--- src/rtl/tsu_axis_rx.sv ---
// RX timestamp unit: one-cycle AXIS passthrough plus a small FIFO of {msg_type, seq_id, time}
// for good PTP event frames. Define TSU_RX_VLAN_EN to accept one 802.1Q tag ahead of the EtherType.
module tsu_axis_rx #(
  parameter int          FIFO_DEPTH    = 4,
  parameter logic [63:0] TS_LATENCY_NS = 64'd0,
  parameter logic [15:0] PTP_ETHERTYPE = 16'h88F7
) (
  input  logic        mac_axis_aclk,
  input  logic        rst_n,
  input  logic [7:0]  mac_axis_tdata,
  input  logic        mac_axis_tvalid,
  input  logic        mac_axis_tlast,
  input  logic        mac_axis_tuser,
  input  logic [63:0] rtc_timer_in,
  output logic [7:0]  mac_axis_out_tdata,
  output logic        mac_axis_out_tvalid,
  output logic        mac_axis_out_tlast,
  output logic        mac_axis_out_tuser,
  output logic        ts_valid,
  input  logic        ts_ready,
  output logic [63:0] ts_time,
  output logic [15:0] ts_seq_id,
  output logic [3:0]  ts_msg_type,
  output logic        ts_overflow,
  output logic [15:0] ts_drop_count
);
`ifdef TSU_RX_VLAN_EN
  localparam bit VLAN_EN = 1'b1;
`else
  localparam bit VLAN_EN = 1'b0;
`endif
  localparam int          AW       = $clog2(FIFO_DEPTH);
  localparam logic [AW:0] FULL_CNT = (AW+1)'(FIFO_DEPTH);

  typedef enum logic [2:0] {WAIT_IDLE, IDLE, HDR, PAYLOAD, DISCARD} state_t;

  typedef struct packed {
    logic [3:0]  msg_type;
    logic [15:0] seq_id;
    logic [63:0] ts;
  } ts_entry_t;

  always_ff @(posedge mac_axis_aclk) begin
    if (!rst_n) begin
      mac_axis_out_tdata  <= '0;
      mac_axis_out_tvalid <= 1'b0;
      mac_axis_out_tlast  <= 1'b0;
      mac_axis_out_tuser  <= 1'b0;
    end else begin
      mac_axis_out_tdata  <= mac_axis_tdata;
      mac_axis_out_tvalid <= mac_axis_tvalid;
      mac_axis_out_tlast  <= mac_axis_tlast;
      mac_axis_out_tuser  <= mac_axis_tuser;
    end
  end

  state_t      state;
  logic [10:0] cnt;
  logic        vlan;
  logic [7:0]  eth_hi;
  logic [3:0]  msg_r;
  logic [15:0] seq_r;
  logic [63:0] ts_lat;
  logic [10:0] off;
  logic [15:0] eth;

  // A tag shifts every header field after the MAC addresses by four bytes.
  assign off = vlan ? 11'd4 : 11'd0;
  assign eth = {eth_hi, mac_axis_tdata};

  always_ff @(posedge mac_axis_aclk) begin
    if (!rst_n) begin
      state  <= WAIT_IDLE;
      cnt    <= '0;
      vlan   <= 1'b0;
      eth_hi <= '0;
      msg_r  <= '0;
      seq_r  <= '0;
      ts_lat <= '0;
    end else begin
      case (state)
        WAIT_IDLE: begin
          if (!mac_axis_tvalid || mac_axis_tlast) begin
            state <= IDLE;
            cnt   <= '0;
          end
        end
        IDLE: begin
          if (mac_axis_tvalid) begin
            ts_lat <= rtc_timer_in;
            vlan   <= 1'b0;
            cnt    <= mac_axis_tlast ? 11'd0 : 11'd1;
            if (!mac_axis_tlast) state <= HDR;
          end
        end
        default: begin
          if (mac_axis_tvalid) begin
            cnt <= mac_axis_tlast ? 11'd0 : ((cnt == 11'h7FF) ? cnt : cnt + 11'd1);
            if (mac_axis_tlast) begin
              state <= IDLE;
            end else if (state == HDR) begin
              if (cnt == 11'd12 + off) eth_hi <= mac_axis_tdata;
              if (cnt == 11'd13 + off && eth != PTP_ETHERTYPE) begin
                if (VLAN_EN && !vlan && eth == 16'h8100) vlan <= 1'b1;
                else state <= DISCARD;
              end
              if (cnt == 11'd14 + off) begin
                msg_r <= mac_axis_tdata[3:0];
                if (mac_axis_tdata[3:0] > 4'd3) state <= DISCARD;
              end
              if (cnt == 11'd44 + off) seq_r[15:8] <= mac_axis_tdata;
              if (cnt == 11'd45 + off) begin
                seq_r[7:0] <= mac_axis_tdata;
                state      <= PAYLOAD;
              end
            end
          end
        end
      endcase
    end
  end

  logic      push;
  ts_entry_t new_entry;

  // A frame ending exactly on the last seq_id byte still carries a full header.
  always_comb begin
    push               = 1'b0;
    new_entry.msg_type = msg_r;
    new_entry.seq_id   = seq_r;
    new_entry.ts       = ts_lat + TS_LATENCY_NS;
    if (mac_axis_tvalid && mac_axis_tlast && !mac_axis_tuser) begin
      if (state == PAYLOAD) begin
        push = 1'b1;
      end else if (state == HDR && cnt == 11'd45 + off) begin
        push             = 1'b1;
        new_entry.seq_id = {seq_r[15:8], mac_axis_tdata};
      end
    end
  end

  ts_entry_t     mem [FIFO_DEPTH];
  logic [AW-1:0] wr_idx, rd_idx, rd_nxt;
  logic [AW:0]   count, count_nxt;
  logic          pop, full, accept, drop;
  ts_entry_t     head_nxt;

  always_comb begin
    pop       = ts_valid && ts_ready;
    full      = (count == FULL_CNT);
    accept    = push && (!full || pop);
    drop      = push && full && !pop;
    count_nxt = count + (AW+1)'(accept) - (AW+1)'(pop);
    rd_nxt    = rd_idx + AW'(pop);
    head_nxt  = (accept && wr_idx == rd_nxt) ? new_entry : mem[rd_nxt];
  end

  always_ff @(posedge mac_axis_aclk) begin
    if (accept) mem[wr_idx] <= new_entry;
  end

  // Head fields only reload when an entry will be present, so they hold while stalled.
  always_ff @(posedge mac_axis_aclk) begin
    if (!rst_n) begin
      wr_idx        <= '0;
      rd_idx        <= '0;
      count         <= '0;
      ts_valid      <= 1'b0;
      ts_time       <= '0;
      ts_seq_id     <= '0;
      ts_msg_type   <= '0;
      ts_overflow   <= 1'b0;
      ts_drop_count <= '0;
    end else begin
      if (accept) wr_idx <= wr_idx + AW'(1);
      rd_idx   <= rd_nxt;
      count    <= count_nxt;
      ts_valid <= (count_nxt != '0);
      if (count_nxt != '0) {ts_msg_type, ts_seq_id, ts_time} <= head_nxt;
      if (drop) begin
        ts_overflow <= 1'b1;
        if (ts_drop_count != 16'hFFFF) ts_drop_count <= ts_drop_count + 16'd1;
      end
    end
  end

endmodule

--- config.mk ---
export PLATFORM = sky130hd
export DESIGN_NAME = tsu_axis_rx
export DESIGN_NICKNAME = d
export VERILOG_FILES = /design/src/rtl/tsu_axis_rx.sv
export SDC_FILE = /design/constraint.sdc
export NUM_CORES = 1
export LEC_CHECK = 0
export CAP_MARGIN = 0
export CORE_ASPECT_RATIO = 0.7
export CORE_MARGIN = 2
export CORE_UTILIZATION = 35
export DETAILED_ROUTE_END_ITERATION = 8
export DONT_BUFFER_PORTS = 1
export SYNTH_ARGS = -nofsm -noshare
export SYNTH_HDL_FRONTEND = slang
export SYNTH_SLANG_ARGS = --single-unit
--- constraint.sdc ---
create_clock -name mac_axis_aclk -period 8.13 [get_ports mac_axis_aclk]
set_input_delay 1.626 -clock mac_axis_aclk [delete_from_list [all_inputs] [get_ports mac_axis_aclk]]
set_output_delay 1.626 -clock mac_axis_aclk [all_outputs]
set_load 0.01 [all_outputs]
==> results.cfg, run 1 <==
[setup_path]
critical_path_class = reg2reg
cpMaxStageDelayCell = and2_4
crit_required_ps = 8660
endpoint_kind = register
cpPeakStageDelay_ps = 660
crit_chain = or4_4 -> nor4_4 -> o2111a_1 -> inv_1 -> ha_1 -> inv_1 -> ha_1 -> fa_1 -> xnor2_1 -> xnor2_1 -> o31a_1 -> and2_4 -> buf_4 -> a221o_1
crit_path_start_kind = register
worstPathMaxFanout = 43
arrival_ps = 5780

[clock_tree]
clock_path_buffers = 3
cts_post_setup_buffers_inserted = 0
clk_latency_ps = 610
cts_sinks = 562
cts_made_buffers = 54
cts_resized = 0
clk_pin_slew_ps = 60
htree_levels = 2
cts_tree = yes
cts_hold_buf = 0
root_buffer = clkbuf_16

[cells_and_area]
fin_util_pct = 39.9
filler_cell_count = 5437
layout-drive-gt1-share_pct = 15.2
nets = 1478
syn2layout_area_growth_pct = 12.9
num_antenna_cells = 0
layoutNonFillerInstCount = 2240

[timing]
slew-limit-headroom_pct = 25.4
worstMarginPinSlew_ps = 1120
period_share_pct = 64.6
finalCriticalPeriod_ps = 5250
finalClockSkew_ps = 20.8
fmax_mhz = 190
rsz0062_at_grt = false
worst_slack_ps = 2880
tns_ps = 0
finalMaxSlewViolations = 0
hold_viol = 0
setup_viol = 0

[floorplan]
pin_count = 191
die_w_um = 297
core-area_mm2 = 0.0598
rows = 75
dieArea_mm2 = 0.0623
fp.dieH_um = 209
initial_core_util_pct = 35.3

[drt]
drt.antenna.violating_nets = 0
remaining_drc_errors = 0
first_pass_iters = 5
routed_wirelength_mm = 49.3
dr_total_vias = 11700
wl_per_cell_um = 22.0
via_per_inst = 5.23
first_iter_violations = 891

[power]
p_total_mw = 7.19
pwr-share-seq_pct = 48.1
peakVddDrop_mv = 0.145
internal-power_mw = 5.26
power.share.combinational_pct = 15.1
power.switching_mw = 1.93
pwr_density_cell_mw_per_mm2 = 302
cellLeakagePower_nw = 7.80
swShare_pct = 26.9
clkPwrFrac_pct = 36.8

[logic_synthesis]
synth_area_mm2 = 0.0211
yosys_warnings = 0
yosysMostFrequentCell = edfxtp_1
yosysUniqueCellTypes = 58
synth_ff_type = edfxtp_1
synth_area_per_cell_um2 = 15.0
synth_top_cell_by_area = edfxtp_1
syn_inst = 1404
synth_commonest_cells = 336 x edfxtp_1, 226 x dfxtp_1, 141 x nand2_1
yosysSeqAreaShare_pct = 69.2
synth_area_leaders = edfxtp_1 48%, dfxtp_1 21%, mux4_2 9.0%
yosysTopAreaCellShare_pct = 47.8
ys_seq_elements = 562
synth_edf_count = 336
syn-num-nets = 1495
async_flop_share_pct = 0

[place]
gp_congestion = 0.772
placement.setup.worst_slack_ps = 2370
port_buffers = 0
dpl.hpwl_mm = 27.3
dp.cells = 2139

[global_routing]
grt_overflow = 0
grt_max_degree = 85
grt_pass1_vias = 11900
grt_first_pass_wirelength_mm = 75.1
grt.total_usage_pct = 15.7
antenna_found_initial = 3

[run]
max_cap_violations = 0

[status]
outcome = completed

[min_path]
hp-class = reg2reg
## metrics by stage
stage | cell area (µm²) | hold slack [ps]
after floorplan | 21100 | 451
after global placement | 22000 | 467
after detailed placement | 22000 | 480
after CTS | 23800 | 496
after global routing | 23800 | 521
final | 23800 | 491
## path summary, 6_finish.rpt
path              from         end  slack [ps]  cells past startpoint
max             cnt[6]  ts_time[4]        2880                     14
min          eth_hi[6]   eth_hi[6]         490                      2
max reg2reg     cnt[6]  ts_time[4]        2880                     14
min reg2reg  eth_hi[6]   eth_hi[6]         490                      2
## state kept, by name (all words and copies together), names as in the netlist, 2 cells and up
name and cells:
eth_hi 8, wr_idx 2, ts_seq_id 16, msg_r 4, ts_lat 64, ts_time 64
state 3, cnt 11, ts_msg_type 4, count 3, rd_idx 2, ts_drop_count 16
mac_axis_out_tdata 8, seq_r 16, mem 336
## cell usage in the layout, fill, tap and decap left out, types with 4 or more instances in the layout
cell type | synthesis | layout
a221o_1 | 84 | 84
nand4_1 | 6 | 6
or4_1 | 10 | 10
nor2_1 | 48 | 48
or3_1 | 4 | 4
o31ai_1 | 8 | 8
and2_1 | 102 | 97
mux2i_1 | 32 | 32
nor3_1 | 10 | 9
clkinv_1 | 1 | 7
a31oi_1 | 4 | 4
nand2b_1 | 6 | 6
clkinv_2 | 0 | 10
xnor2_1 | 9 | 9
bufinv_16 | 0 | 8
nand2_1 | 141 | 141
nor4_1 | 9 | 8
clkbuf_16 | 0 | 54
nand3_1 | 14 | 13
and3_1 | 13 | 12
mux4_2 | 84 | 84
dfxtp_1 | 226 | 226
mux2_2 | 8 | 8
ha_1 | 12 | 11
o21ai_0 | 12 | 12
a21oi_1 | 85 | 85
inv_1 | 16 | 16
and2_4 | 0 | 5
clkbuf_8 | 0 | 5
clkbuf_1 | 66 | 6
clkinvlp_4 | 0 | 5
buf_4 | 0 | 15
edfxtp_1 | 336 | 336
## cell type report
type / instances / area [µm²] / area share, %
multi-input cells: 737 / 6160 / 25.8
well taps: 808 / 1010 / 4.24
flip-flops and latches: 562 / 14600 / 61.3
repair buffers: 15 / 113 / 0.473
clock inverters: 36 / 428 / 1.80
clock buffers: 65 / 1440 / 6.05
inverters: 17 / 66.3 / 0.278
## critical path: cells and delay by family (launching register included)
kind | cells | cell delay, ps
and+or+nand+nor | 3 | 1770
AOI/OAI and AO/OA | 3 | 1020
buffers and inverters | 3 | 650
DFF | 1 | 380
adders and majority gates | 3 | 850
xor gates and xnor gates | 2 | 480
## kinds of logic after synthesis
family	share of synthesized area [%]
and+or+nand+nor	9.11
buffers and inverters	1.94
adders and majority gates	0.806
xor gates and xnor gates	0.569
DFF	69.2
muxes	10.9
AOI/OAI and AO/OA	7.42
## metal layers
layer / track usage [%] / share of wire (%) / up-vias
met5: 0 / 0.055 / -
li1: - / - / 5330
met2: 24.3 / 45 / 334
met4: 4.44 / 2.1 / 4
met1: 21.9 / 45 / 5968
met3: 4.28 / 7.5 / 72
## power by group through the flow
stage	Combinational [mW]	Sequential (mW)	Clock, mW
2_1_floorplan	0.867	3.42	0
3_3_place_gp	1.09	3.53	0
3_5_place_dp	1.11	3.53	0
4_1_cts	1.12	3.47	2.73
5_1_grt	1.20	3.49	2.83
6_report	1.08	3.46	2.65
No activity file was read; power rests on OpenSTA's default activity.
==> inputs of run 2 (changes only) <==
==> constraint.sdc (replaced) <==
create_clock -name mac_axis_aclk -period 4.9 [get_ports mac_axis_aclk]
set_input_delay 0.98 -clock mac_axis_aclk [delete_from_list [all_inputs] [get_ports mac_axis_aclk]]
set_output_delay 0.98 -clock mac_axis_aclk [all_outputs]
set_load 0.01 [all_outputs]
==> results.cfg, run 2 (synthesized netlist as in run 1, its figures left out) <==
[status]
outcome = completed

[cells_and_area]
nets = 1489
syn2layout_area_growth_pct = 13.6
largest_reg_flops = 336
final_cell_mix = 336 x edfxtp_1, 226 x dfxtp_1, 141 x nand2_1
top_regs = mem: 336 flops, ts_lat: 64 flops, ts_time: 64 flops
final_common_cell = edfxtp_1
multiInputGateArea_mm2 = 0.00616
layout-drive-gt1-share_pct = 15.4
regArea_mm2 = 0.0146
stdcell_area_mm2 = 0.0240
top_register = mem
filler_cell_count = 5488
num_antenna_cells = 0

[global_routing]
grt.total_usage_pct = 15.8
grt_pass1_vias = 12000
grt_first_pass_wirelength_mm = 75.4
antenna_found_initial = 5
grt_overflow = 0
grt_max_degree = 86

[clock_tree]
root_buffer = clkbuf_16
cts_sinks = 562
clk_latency_ps = 590
clock_path_buffers = 3
cts_post_setup_buffers_inserted = 0
htree_levels = 2
cts_hold_buf = 0
cts_resized = 0
cts_made_buffers = 54
cts_tree = yes
clk_pin_slew_ps = 60

[timing]
fmax_mhz = 235
period_share_pct = 86.8
tns_ps = 0
finalMaxSlewViolations = 0
hold_viol = 0
rsz0062_at_grt = false
setup_viol = 0
slew-limit-headroom_pct = 22.8
worstMarginPinSlew_ps = 1160
finalClockSkew_ps = 18.4
finalCriticalPeriod_ps = 4250

[drt]
first_pass_iters = 5
wl_per_cell_um = 22.3
routed_wirelength_mm = 50.1
first_iter_violations = 789
via_per_inst = 5.20
dr_total_vias = 11700
remaining_drc_errors = 0
drt.antenna.violating_nets = 0

[setup_path]
crit_path_start_kind = register
worstPathMaxFanout = 52
critical_path_class = reg2reg
crit_required_ps = 5420
endpoint_kind = register
arrival_ps = 4780

[place]
dpl.hpwl_mm = 28.5
gp_congestion = 0.792
port_buffers = 0
dpl_cell_area_mm2 = 0.0221

[run]
max_cap_violations = 0

[floorplan]
rows = 75
fp.dieH_um = 209
initial_core_util_pct = 35.3
die_w_um = 297
dieArea_mm2 = 0.0623
core-area_mm2 = 0.0598
pin_count = 191

[power]
cellLeakagePower_nw = 7.74
peakVddDrop_mv = 0.399
pwr_density_cell_mw_per_mm2 = 506

[min_path]
hp-class = reg2reg
run 2: power breakdown:
part	switching, mW	internal (mW)	total, mW
Combinational	0.978	1.01	1.99
Clock	1.78	2.51	4.29
Sequential	0.503	5.35	5.85
run 2: final timing paths:
path / startpoint / to / slack [ps] / depth (start not counted)
worst min register to register: eth_hi[0] / eth_hi[0] / 490 / 2
worst min-delay path: eth_hi[0] / eth_hi[0] / 490 / 2
worst max-delay path: cnt[4] / ts_time[25] / 650 / 14
worst max register to register: cnt[4] / ts_time[25] / 650 / 14
run 2: critical path: stages (launching register included):
cell,delay (ps)
dfxtp_1,350
or4_4,570
nor4_4,310
o2111a_1,380
inv_1,80
ha_1,280
inv_1,50
ha_1,190
fa_1,380
xnor2_1,150
xnor2_1,340
nor3_1,120
nor3_2,370
buf_12,340
a221o_1,220
run 2: stage by stage:
step           util [%]  std cells  hold WS [ps]  worst slack, ps  power [mW]
2_1_floorplan         -       1404           451              825        7.29
3_3_place_gp       37.0       2150           465              663        7.95
3_5_place_dp       37.0       2150           476              497        7.99
4_1_cts            40.1       2251           467              654        12.3
5_1_grt            40.1       2251           475              378        12.7
6_report           40.1       2251           495              646        12.1
run 2: per-layer routing:
layer / up-vias / wire length, µm / track usage [%]
li1: 5349 / - / -
met1: 5999 / 22600 / 21.5
met2: 273 / 22700 / 24.8
met5: - / 64 / 0
met4: 10 / 903 / 3.87
met3: 77 / 3810 / 4.99
run 2: final cells by class:
class	count	share of cell area (%)
inverter	17	0.277
multi-input combinational	737	25.7
clock buffer	82	6.64
timing repair buffer	26	1.18
sequential	562	61.0
clock inverter	19	1.01
tap	808	4.22
==> inputs of run 3 (changes only) <==
--- a/config.mk
+++ b/config.mk
@@ -5,12 +5,12 @@
 export SDC_FILE = /design/constraint.sdc
 export NUM_CORES = 1
 export LEC_CHECK = 0
+export BUFFER_PORTS_ARGS = -buffer_cell sky130_fd_sc_hd__buf_2
 export CAP_MARGIN = 0
 export CORE_ASPECT_RATIO = 0.7
 export CORE_MARGIN = 2
 export CORE_UTILIZATION = 35
 export DETAILED_ROUTE_END_ITERATION = 8
-export DONT_BUFFER_PORTS = 1
 export SYNTH_ARGS = -nofsm -noshare
 export SYNTH_HDL_FRONTEND = slang
 export SYNTH_SLANG_ARGS = --single-unit
==> results.cfg, run 3 (synthesized netlist as in run 1, its figures left out) <==
[status]
outcome = completed

[power]
clkPwrFrac_pct = 35.8
p_total_mw = 12.7
power.switching_mw = 3.39
power.share.combinational_pct = 20.0
swShare_pct = 26.6
pwr-share-seq_pct = 44.2
cellLeakagePower_nw = 8.67
internal-power_mw = 9.34
peakVddDrop_mv = 0.333
pwr_density_cell_mw_per_mm2 = 507

[drt]
dr_total_vias = 12400
remaining_drc_errors = 0
routed_wirelength_mm = 49.9
via_per_inst = 5.10
first_pass_iters = 8
drt.antenna.violating_nets = 0
wl_per_cell_um = 20.4
first_iter_violations = 886

[global_routing]
grt_first_pass_wirelength_mm = 75.6
grt_overflow = 0
antenna_found_initial = 0
grt_max_degree = 86
grt.total_usage_pct = 15.8
grt_pass1_vias = 12500

[floorplan]
core-area_mm2 = 0.0598
initial_core_util_pct = 35.3
fp.dieH_um = 209
pin_count = 191
dieArea_mm2 = 0.0623
rows = 75
die_w_um = 297

[cells_and_area]
layout-drive-gt1-share_pct = 25.5
num_antenna_cells = 0
largest_reg_flops = 336
layoutNonFillerInstCount = 2440
top_regs = mem: 336 flops, ts_lat: 64 flops, ts_time: 64 flops
final_cell_mix = 336 x edfxtp_1, 226 x dfxtp_1, 190 x buf_2
syn2layout_area_growth_pct = 18.8
final_common_cell = edfxtp_1
nets = 1677
fin_util_pct = 42.0
top_register = mem

[timing]
slew-limit-headroom_pct = 22.1
setup_viol = 0
finalClockSkew_ps = 18.4
hold_viol = 0
finalCriticalPeriod_ps = 4010
fmax_mhz = 250
finalMaxSlewViolations = 0
rsz0062_at_grt = false
period_share_pct = 81.8
tns_ps = 0
worstMarginPinSlew_ps = 1170

[setup_path]
crit_required_ps = 5430
worstPathMaxFanout = 28
crit_chain = or4_4 -> nor4_4 -> o2111a_1 -> inv_1 -> ha_1 -> inv_1 -> ha_1 -> fa_1 -> xnor2_1 -> xnor2_1 -> o31a_1 -> and2_4 -> buf_12 -> a221o_1
cpMaxStageDelayCell = or4_4
crit_path_start_kind = register
endpoint_kind = register
cpPeakStageDelay_ps = 570
arrival_ps = 4530
critical_path_class = reg2reg

[clock_tree]
cts_resized = 0
cts_made_buffers = 55
cts_post_setup_buffers_inserted = 0
clk_latency_ps = 590
cts_sinks = 562
cts_tree = yes
clock_path_buffers = 3
cts_hold_buf = 0
htree_levels = 2
root_buffer = clkbuf_16
clk_pin_slew_ps = 60

[place]
gp_congestion = 0.775
dp.cells = 2337
port_buffers = 190
dpl.hpwl_mm = 28.9

[run]
max_cap_violations = 0

[min_path]
hp-class = reg2reg
run 3: cell types whose count changed in the layout (fill, tap and decap cells not counted), moves of 4 or more:
cell      previous run  this run
clkinv_2             6        11
clkinv_1             0         6
buf_12               7        11
clkbuf_1            19         8
buf_2                0       190
buf_4               19        12
run 3: layer usage:
| layer | track usage (%) | vias up | wire [µm] |
|---|---|---|---|
| li1 | - | 5742 | - |
| met1 | 22.4 | 6322 | 23700 |
| met2 | 24.6 | 295 | 22300 |
| met3 | 2.99 | 84 | 2560 |
| met4 | 4.82 | 0 | 1270 |
| met5 | 0 | - | 0 |
run 3: area by class of cell:
class / count / area, µm²
flip-flops and latches: 562 / 14600
fillers: 5497 / 34700
clock buffers: 72 / 1600
multi-input cells: 737 / 6160
clock inverters: 31 / 374
inverters: 17 / 66.3
well taps: 808 / 1010
repair buffers: 213 / 1260
run 3: through the flow:
step           cell area, µm²  hold slack [ps]  worst slack (ps)
2_1_floorplan           21100              451               825
3_3_place_gp            23100              432               654
3_5_place_dp            23100              450               583
4_1_cts                 25100              458               894
5_1_grt                 25100              486               665
6_report                25100              450               894
run 3: final timing paths:
path / startpoint / end / slack, ps / depth (start not counted)
min reg2reg: ts_overflow / ts_overflow / 450 / 2
min: ts_overflow / ts_overflow / 450 / 2
max: cnt[6] / ts_time[22] / 890 / 14
max reg2reg: cnt[6] / ts_time[22] / 890 / 14
run 3: power groups by stage:
stage               Sequential, mW  Clock (mW)  Combinational [mW]
finish                        5.62        4.55                2.55
global route                  5.66        4.85                2.79
CTS                           5.62        4.67                2.61
detailed placement            5.72           0                2.61
global placement              5.72           0                2.56
floorplan                     5.75           0                1.54
run 3: worst max-delay path: cells and delay by family (launching register included):
family / cells / cell delay [ps]
and+or+nand+nor: 3 / 1250
buffers and inverters: 3 / 360
xor gates and xnor gates: 2 / 460
AOI/OAI and AO/OA: 3 / 630
adders and majority gates: 3 / 850
DFF: 1 / 370
